==> src/rtl/if_prefetch_unit_pkg.sv <==
// Shared types and helpers for the instruction-fetch prefetch unit.
package if_pkg;

   // Fetch control states
   typedef enum logic [1:0] {
      ST_IDLE   = 2'd0,
      ST_RUN    = 2'd1,
      ST_DRAIN  = 2'd2,
      ST_HALTED = 2'd3
   } state_e;

   // Encoding that stops the fetcher when it is read
   localparam logic [31:0] HALT_WORD_DEFAULT = 32'h0000_0000;

   // Ceiling log2, minimum 1 so that derived vectors never collapse to zero width
   function automatic int clog2(input int value);
      int result;
      result = 1;
      for (int i = 1; i < 31; i++) begin
         if ((32'sd1 <<< i) < value) begin
            result = i + 1;
         end else begin
            result = result;
         end
      end
      return result;
   endfunction

endpackage

==> src/rtl/if_prefetch_unit_if.sv <==
// Fetch-to-decode handshake plus the redirect path coming back from EX.
interface if_prefetch_unit_if #(
   parameter int PC_SIZE = 32
);
   logic               o_valid;
   logic               i_ready;
   logic [PC_SIZE-1:0] o_instruction;
   logic [PC_SIZE-1:0] o_next_seq_pc;
   logic               i_next_pc_src;
   logic [PC_SIZE-1:0] i_next_not_seq_pc;

   modport master (
      output o_valid, o_instruction, o_next_seq_pc,
      input  i_ready, i_next_pc_src, i_next_not_seq_pc
   );

   modport slave (
      input  o_valid, o_instruction, o_next_seq_pc,
      output i_ready, i_next_pc_src, i_next_not_seq_pc
   );
endinterface

==> src/rtl/if_prefetch_fifo.sv <==
// Small synchronous FIFO with wrap-around pointers and an occupancy count.
// Flush beats push; a push into a full FIFO only happens alongside a pop.
module if_prefetch_fifo
   import if_pkg::*;
#(
   parameter int WIDTH = 64,
   parameter int DEPTH = 4
) (
   input  logic                        i_clk,
   input  logic                        i_reset,
   input  logic                        i_push,
   input  logic                        i_pop,
   input  logic                        i_flush,
   input  logic [WIDTH-1:0]            i_data,
   output logic [WIDTH-1:0]            o_data,
   output logic                        o_full,
   output logic                        o_empty,
   output logic [clog2(DEPTH+1)-1:0]   o_count
);
   localparam int AW = clog2(DEPTH);
   localparam int CW = clog2(DEPTH + 1);

   logic [WIDTH-1:0] r_mem [DEPTH];
   logic [AW-1:0]    r_rd_ptr;
   logic [AW-1:0]    r_wr_ptr;
   logic [CW-1:0]    r_count;
   logic             w_do_pop;
   logic             w_do_push;

   assign o_full    = (r_count == CW'(DEPTH));
   assign o_empty   = (r_count == CW'(0));
   assign o_count   = r_count;
   assign o_data    = r_mem[r_rd_ptr];
   assign w_do_pop  = i_pop && !o_empty;
   assign w_do_push = i_push && (!o_full || w_do_pop);

   // Pointer and occupancy bookkeeping
   always_ff @(posedge i_clk) begin
      if (i_reset || i_flush) begin
         r_rd_ptr <= AW'(0);
         r_wr_ptr <= AW'(0);
         r_count  <= CW'(0);
      end else begin
         if (w_do_push) r_wr_ptr <= r_wr_ptr + AW'(1);
         if (w_do_pop)  r_rd_ptr <= r_rd_ptr + AW'(1);
         case ({w_do_push, w_do_pop})
            2'b10:   r_count <= r_count + CW'(1);
            2'b01:   r_count <= r_count - CW'(1);
            default: r_count <= r_count;
         endcase
      end
   end

   // Entry storage; contents need no reset since count gates visibility
   always_ff @(posedge i_clk) begin
      if (w_do_push && !i_flush && !i_reset) begin
         r_mem[r_wr_ptr] <= i_data;
      end
   end
endmodule

==> src/rtl/if_prefetch_unit.sv <==
// Instruction fetch stage: loadable instruction memory, PC-driven fetcher
// and a prefetch queue presenting {instruction, PC+4} to decode.
module if_prefetch_unit
   import if_pkg::*;
#(
   parameter int                  PC_SIZE            = 32,
   parameter int                  WORD_SIZE_IN_BYTES = 4,
   parameter int                  MEM_SIZE_IN_WORDS  = 64,
   parameter int                  FIFO_DEPTH         = 4,
   parameter logic [PC_SIZE-1:0]  HALT_WORD          = PC_SIZE'(HALT_WORD_DEFAULT)
) (
   input  logic                i_clk,
   input  logic                i_reset,
   input  logic                i_start,
   input  logic                i_halt,
   input  logic                i_write_mem,
   input  logic                i_clear_mem,
   input  logic [PC_SIZE-1:0]  i_instruction,
   output logic                o_full_mem,
   output logic                o_empty_mem,
   output logic                o_halted,
   if_prefetch_unit_if.master  bus_if
);
   localparam int OFS    = clog2(WORD_SIZE_IN_BYTES) - ((WORD_SIZE_IN_BYTES == 1) ? 1 : 0);
   localparam int MEM_AW = clog2(MEM_SIZE_IN_WORDS);
   localparam int WPTR_W = clog2(MEM_SIZE_IN_WORDS + 1);
   localparam int CNT_W  = clog2(FIFO_DEPTH + 1);
   localparam logic [PC_SIZE-1:0] PC_STEP    = PC_SIZE'(WORD_SIZE_IN_BYTES);
   localparam logic [PC_SIZE-1:0] ALIGN_MASK = ~(PC_STEP - PC_SIZE'(1));

   state_e               r_state;
   state_e               w_state_next;
   logic [PC_SIZE-1:0]   r_pc;
   logic [PC_SIZE-1:0]   w_pc_next;
   logic [WPTR_W-1:0]    r_wptr;
   logic [WPTR_W-1:0]    w_wptr_next;
   logic [PC_SIZE-1:0]   r_mem [MEM_SIZE_IN_WORDS];

   logic                 w_mem_we;
   logic                 w_load_ok;
   logic                 w_active;
   logic                 w_in_range;
   logic [PC_SIZE-1:0]   w_fetch_word;
   logic                 w_push;
   logic                 w_pop;
   logic                 w_flush;
   logic                 w_fifo_full;
   logic                 w_fifo_empty;
   logic [CNT_W-1:0]     w_fifo_count;
   logic [2*PC_SIZE-1:0] w_fifo_din;
   logic [2*PC_SIZE-1:0] w_fifo_dout;
   logic [PC_SIZE-1:0]   w_head_instr;

   assign w_load_ok    = (r_state == ST_IDLE) || (r_state == ST_HALTED);
   assign w_active     = (r_state == ST_RUN) || (r_state == ST_DRAIN);
   // Addresses at or beyond the loaded program read back as a halt
   assign w_in_range   = PC_SIZE'(r_pc >> OFS) < PC_SIZE'(r_wptr);
   assign w_fetch_word = w_in_range ? r_mem[r_pc[OFS +: MEM_AW]] : HALT_WORD;
   assign w_fifo_din   = {w_fetch_word, r_pc + PC_STEP};
   assign w_head_instr = w_fifo_dout[2*PC_SIZE-1:PC_SIZE];
   assign w_pop        = !w_fifo_empty && bus_if.i_ready;

   assign bus_if.o_valid       = !w_fifo_empty;
   assign bus_if.o_instruction = w_fifo_empty ? PC_SIZE'(0) : w_head_instr;
   assign bus_if.o_next_seq_pc = w_fifo_empty ? PC_SIZE'(0) : w_fifo_dout[PC_SIZE-1:0];
   assign o_full_mem           = (r_wptr == WPTR_W'(MEM_SIZE_IN_WORDS));
   assign o_empty_mem          = (r_wptr == WPTR_W'(0));
   assign o_halted             = (r_state == ST_HALTED);

   // Next-state, PC, write pointer and queue control; halt > redirect > start > fetch
   always_comb begin
      w_state_next = r_state;
      w_pc_next    = r_pc;
      w_wptr_next  = r_wptr;
      w_mem_we     = 1'b0;
      w_push       = 1'b0;
      w_flush      = 1'b0;

      if (w_load_ok) begin
         if (i_clear_mem) begin
            w_wptr_next = WPTR_W'(0);
         end else if (i_write_mem && !o_full_mem) begin
            w_mem_we    = 1'b1;
            w_wptr_next = r_wptr + WPTR_W'(1);
         end else begin
            w_wptr_next = r_wptr;
         end
      end else begin
         w_wptr_next = r_wptr;
      end

      if (i_halt && (r_state != ST_IDLE)) begin
         w_state_next = ST_HALTED;
         w_flush      = 1'b1;
      end else if (i_next_pc_src_q()) begin
         w_state_next = ST_RUN;
         w_flush      = 1'b1;
         w_pc_next    = bus_if.i_next_not_seq_pc & ALIGN_MASK;
      end else if (i_start && w_load_ok) begin
         w_state_next = ST_RUN;
         w_flush      = 1'b1;
         w_pc_next    = PC_SIZE'(0);
      end else begin
         case (r_state)
            ST_RUN: begin
               if (!w_fifo_full || w_pop) begin
                  w_push    = 1'b1;
                  w_pc_next = r_pc + PC_STEP;
                  if (w_fetch_word == HALT_WORD) begin
                     w_state_next = ST_DRAIN;
                  end else begin
                     w_state_next = ST_RUN;
                  end
               end else begin
                  w_state_next = ST_RUN;
               end
            end
            ST_DRAIN: begin
               if (w_pop && (w_head_instr == HALT_WORD)) begin
                  w_state_next = ST_HALTED;
               end else begin
                  w_state_next = ST_DRAIN;
               end
            end
            default: begin
               w_state_next = r_state;
            end
         endcase
      end
   end

   // Redirects only matter while the fetcher owns the PC
   function automatic logic i_next_pc_src_q();
      return bus_if.i_next_pc_src && w_active;
   endfunction

   // Control registers
   always_ff @(posedge i_clk) begin
      if (i_reset) begin
         r_state <= ST_IDLE;
         r_pc    <= PC_SIZE'(0);
         r_wptr  <= WPTR_W'(0);
      end else begin
         r_state <= w_state_next;
         r_pc    <= w_pc_next;
         r_wptr  <= w_wptr_next;
      end
   end

   // Program memory load port; contents survive reset
   always_ff @(posedge i_clk) begin
      if (w_mem_we && !i_reset) begin
         r_mem[r_wptr[MEM_AW-1:0]] <= i_instruction;
      end
   end

   if_prefetch_fifo #(
      .WIDTH (2 * PC_SIZE),
      .DEPTH (FIFO_DEPTH)
   ) u_fifo (
      .i_clk   (i_clk),
      .i_reset (i_reset),
      .i_push  (w_push),
      .i_pop   (w_pop),
      .i_flush (w_flush),
      .i_data  (w_fifo_din),
      .o_data  (w_fifo_dout),
      .o_full  (w_fifo_full),
      .o_empty (w_fifo_empty),
      .o_count (w_fifo_count)
   );
endmodule

==> src/flat_wrapper.sv <==
// flat-port wrapper written by rule: the top's interface ports become plain ports
module if_prefetch_unit_flat import if_pkg::*;
#(
   parameter int                  PC_SIZE            = 32,
   parameter int                  WORD_SIZE_IN_BYTES = 4,
   parameter int                  MEM_SIZE_IN_WORDS  = 64,
   parameter int                  FIFO_DEPTH         = 4,
   parameter logic [PC_SIZE-1:0]  HALT_WORD          = PC_SIZE'(HALT_WORD_DEFAULT)
)
  (i_clk, i_reset, i_start, i_halt, i_write_mem, i_clear_mem, i_instruction, o_full_mem, o_empty_mem, o_halted, bus_if_o_valid, bus_if_o_instruction, bus_if_o_next_seq_pc, bus_if_i_ready, bus_if_i_next_pc_src, bus_if_i_next_not_seq_pc);
  if_prefetch_unit_if #(.PC_SIZE(PC_SIZE)) bus_if_i ();
  input  logic i_clk;
  input  logic i_reset;
  input  logic i_start;
  input  logic i_halt;
  input  logic i_write_mem;
  input  logic i_clear_mem;
  input  logic [PC_SIZE-1:0] i_instruction;
  output logic o_full_mem;
  output logic o_empty_mem;
  output logic o_halted;
  output wire logic [$bits(bus_if_i.o_valid)-1:0] bus_if_o_valid;
  output wire logic [$bits(bus_if_i.o_instruction)-1:0] bus_if_o_instruction;
  output wire logic [$bits(bus_if_i.o_next_seq_pc)-1:0] bus_if_o_next_seq_pc;
  input wire logic [$bits(bus_if_i.i_ready)-1:0] bus_if_i_ready;
  input wire logic [$bits(bus_if_i.i_next_pc_src)-1:0] bus_if_i_next_pc_src;
  input wire logic [$bits(bus_if_i.i_next_not_seq_pc)-1:0] bus_if_i_next_not_seq_pc;
  assign bus_if_o_valid = bus_if_i.o_valid;
  assign bus_if_o_instruction = bus_if_i.o_instruction;
  assign bus_if_o_next_seq_pc = bus_if_i.o_next_seq_pc;
  assign bus_if_i.i_ready = bus_if_i_ready;
  assign bus_if_i.i_next_pc_src = bus_if_i_next_pc_src;
  assign bus_if_i.i_next_not_seq_pc = bus_if_i_next_not_seq_pc;
  if_prefetch_unit #(.PC_SIZE(PC_SIZE), .WORD_SIZE_IN_BYTES(WORD_SIZE_IN_BYTES), .MEM_SIZE_IN_WORDS(MEM_SIZE_IN_WORDS), .FIFO_DEPTH(FIFO_DEPTH), .HALT_WORD(HALT_WORD)) u_core (.i_clk(i_clk), .i_reset(i_reset), .i_start(i_start), .i_halt(i_halt), .i_write_mem(i_write_mem), .i_clear_mem(i_clear_mem), .i_instruction(i_instruction), .o_full_mem(o_full_mem), .o_empty_mem(o_empty_mem), .o_halted(o_halted), .bus_if(bus_if_i));
endmodule
==> config.mk <==
export PLATFORM = sky130hd
export DESIGN_NAME = if_prefetch_unit_flat
export DESIGN_NICKNAME = d
export VERILOG_FILES = /design/src/rtl/if_prefetch_unit_pkg.sv /design/src/rtl/if_prefetch_unit_if.sv /design/src/rtl/if_prefetch_fifo.sv /design/src/rtl/if_prefetch_unit.sv /design/src/flat_wrapper.sv
export SDC_FILE = /design/constraint.sdc
export NUM_CORES = 2
export LEC_CHECK = 0
export BUFFER_PORTS_ARGS = -buffer_cell sky130_fd_sc_hd__buf_2
export CORE_MARGIN = 2
export CORE_UTILIZATION = 62
export CTS_CLUSTER_DIAMETER = 60
export DETAILED_ROUTE_END_ITERATION = 8
export PLACE_DENSITY = 0.82
export SLEW_MARGIN = 5
export SYNTH_ARGS = -nofsm -noshare
export SYNTH_HDL_FRONTEND = slang
export SYNTH_SLANG_ARGS = --single-unit
==> constraint.sdc <==
create_clock -name i_clk -period 7 [get_ports i_clk]
set_clock_uncertainty 0.1 [all_clocks]
set_input_delay 0 -clock i_clk [delete_from_list [all_inputs] [get_ports i_clk]]
set_output_delay 0 -clock i_clk [all_outputs]
set_load 0.05 [all_outputs]
==> flow_metrics.tcl <==
set metrics [dict create \
    run_status "finished with violations" \
    rsz0062_at_grt "false" \
    cts_setup_buffers 0 \
    cp_max_fo 37 \
    p_int_mw 25.2 \
    maxCapViolCount 1 \
    cts_max_path_buffers 3 \
    swShare 0.294 \
    reg2reg_to "u_core.r_state[1]$_SDFFE_PP0P_" \
    io_pins 140 \
    dr.pass1.iters 9 \
    yosys.area_share.adder 0.00267 \
    core_um2 147000 \
    netSwitchingPower_mw 10.5 \
    placed_cell_area_um2 95400 \
    slew_headroom -0.0615 \
    post-route-drc-count 0 \
    final_cell_mix "2296 x edfxtp_1, 489 x mux4_2, 217 x clkbuf_16" \
    hold_start "i_write_mem" \
    synth_xor_area_frac 0.00324 \
    r2r_cells 12 \
    setup_viol 0 \
    finalNetCount 4995 \
    holdPathEnd "u_core.r_wptr[6]$_SDFFE_PP0P_" \
    ys.flop_type "edfxtp_1" \
    endpoint_kind "flip-flop" \
    syn_inst 4504 \
    via_count 52566 \
    hold_depth 5 \
    grt_max_degree 90 \
    gp_congestion 0.890 \
    yosysTopAreaCell "edfxtp_1" \
    layout_commonest_cell "edfxtp_1" \
    start_kind "flip-flop" \
    fill_cells 8013 \
    drtIter0Drc 10475 \
    dpl.hpwl_mm 146 \
    fin_setup_tns_ns 0 \
    post-route-period-util 0.831 \
    io_buffers 135 \
    synth_edf_count 2296 \
    die_width_um 389 \
    worstSetupPathType "flip-flop to flip-flop" \
    layout-drive-gt1-share 0.243 \
    fmax_mhz 172 \
    via_per_inst 7.48 \
    comb_power_share 0.221 \
    tightest_slew_ns 1.59 \
    synth-compound-area-share 0.0352 \
    start_util 0.623 \
    cts_tree "built" \
    postCtsHoldBufs 136 \
    fin_crit_ns 5.81 \
    finalHoldViolCount 0 \
    routedWlPerCell_um 39.0 \
    p_per_area_nw_per_um2 344 \
    cts_buffers 215 \
    die_y_um 389 \
    yosysWarningCount 0 \
    grt_pass1_wl_mm 382 \
    clkPwrFrac 0.333 \
    muxShareOfSynthArea 0.145 \
    synth-simple-area-share 0.0342 \
    grt.total_usage 0.361 \
    utilization 0.704 \
    grt_overflow 0 \
    routed_wl_mm 274 \
    root_buffer "clkbuf_16" \
    syn2layout_area_growth_pct 13.0 \
    htreeDepth 4 \
    core.rowCount 141 \
    insertion_delay_ns 0.89 \
    ys_seq_elements 2350 \
    antenna_found_initial 26 \
    irDropWorstVdd_uv 321 \
    detail-route-antenna-nets 0 \
    seq_area_frac_synth 0.762 \
    cts_resized 0 \
    die_area_um2 151000 \
    ys_async_sr_fraction 0 \
    violations "capacitance limit, slew limit" \
    final_area_um2 104000 \
    yosysTopAreaCellShare 0.750 \
    cp.arrival_ns 6.52 \
    sequentialPowerShare 0.446 \
    synthTopCellsByArea "edfxtp_1 75%, mux4_2 12%, mux2i_1 2.2%" \
    reg2reg_slack_ns 1.19 \
    p_leak_nw 32.7 \
    grt_pass1_vias 51889 \
    synth_top_family_by_area "multiplexers" \
    holdWs_ns 0.140 \
    slew_violations 12 \
    required_ns 7.71 \
    min_path_type "primary input to flip-flop" \
    ys_types 83 \
    avgSynthCellArea_um2 20.4 \
    path_clk_slew_ns 0.06 \
    cts_sinks 2350 \
    syn-cell-area_um2 91900 \
]
state kept, by name, indices dropped and copies added (netlist names), named ones only:
name and flops:
u_core.r_mem 2048, u_core.u_fifo.r_mem 248, u_core.r_pc 30, u_core.r_wptr 7, u_core.u_fifo.o_count 3, u_core.r_state 2
u_core.u_fifo.r_rd_ptr 2, u_core.u_fifo.r_wr_ptr 2
critical path: stages (launching register included):
cell,delay (ns)
dfxtp_4,0.87
buf_12,0.40
buf_12,0.25
mux4_2,0.52
mux2i_1,0.49
o21ai_0,0.19
a21oi_1,0.50
a211oi_1,0.14
o31ai_1,0.36
inv_1,0.23
a2111oi_0,1.02
o211a_1,0.38
o221a_1,0.22
power groups by stage:
stage | clock (mW) | sequential (mW) | combinational [mW]
2_1_floorplan | 0 | 16.1 | 5.00
3_3_place_gp | 0 | 16.2 | 7.06
3_5_place_dp | 0 | 16.2 | 7.20
4_1_cts | 11.8 | 15.9 | 7.58
5_1_grt | 12.3 | 16.0 | 8.06
6_report | 11.9 | 16.0 | 7.91
worst max path at each step:
stage                                             start                              to  cells past startpoint
after CTS                                     flip-flop  u_core.r_state[1]$_SDFFE_PP0P_                     10
final                                         flip-flop  u_core.r_state[1]$_SDFFE_PP0P_                     12
after detailed placement                      flip-flop  u_core.r_state[1]$_SDFFE_PP0P_                     11
after global placement                        flip-flop  u_core.r_state[1]$_SDFFE_PP0P_                     11
after global routing                          flip-flop  u_core.r_state[1]$_SDFFE_PP0P_                     10
after floorplan           u_core.r_wptr[0]$_SDFFE_PP0P_   u_core.r_mem[16][0]$_DFFE_PP_                      9
layer usage:
layer | track usage | part of all wire
met5 | 0 | 0.00065
met4 | 0.217 | 0.073
met3 | 0.127 | 0.16
met2 | 0.543 | 0.45
met1 | 0.460 | 0.31
metrics by stage:
stage / worst slack (ns) / total power [mW] / instances
finish: 1.19 / 35.8 / 7024
global route: 1.09 / 36.4 / 7019
CTS: 1.52 / 35.4 / 7018
detailed placement: 1.63 / 23.4 / 6481
global placement: 1.77 / 23.3 / 6481
floorplan: 3.16 / 21.1 / 4505
cells in the mapped netlist (all sizes together), types with 4 or more instances:
master      n
o21ai      56
nand4      28
or3         9
a32o        4
edfxtp   2296
o22ai      22
a22oi      67
nor2b      19
xnor2      22
a31oi      15
o21a        4
nor4       22
or2         8
o311ai      5
buf       145
and2       82
a221oi     60
o211ai      6
nand3      53
a211oi     40
a211o       8
a22o        5
a221o      22
o221ai      9
mux4      489
nand2     166
nor3       34
nand2b     22
or4         6
a21oi      52
a311oi      6
mux2       25
and3       10
a2111oi     9
xor2       12
nor2      193
ha         18
clkbuf    108
o31ai      13
inv        34
dfxtp      54
mux2i     203
area by class of cell:
class                   instances  area [um^2]  share of cell area
flip-flops and latches       2350        70000               0.674
clock buffers                 261         5660              0.0544
clock inverters               140         1400              0.0135
repair buffers                435         3420              0.0329
multi-input cells            1868        20800               0.200
diodes                          6         15.0            0.000145
well taps                    1930         2410              0.0232
inverters                      34          131             0.00126
cells by family (layout without fill, tap and decap cells):
kind of cell,count (synthesis),in the layout
flip-flops,2350,2350
multiplexers,717,717
AND/OR/NAND/NOR,660,660
AO/OA/AOI/OAI,436,436
buffers and inverters,287,870
XOR/XNOR,34,34
adder cells (fa/ha/maj),19,19
other,1,8
Power figures use the tool's default switching activity.
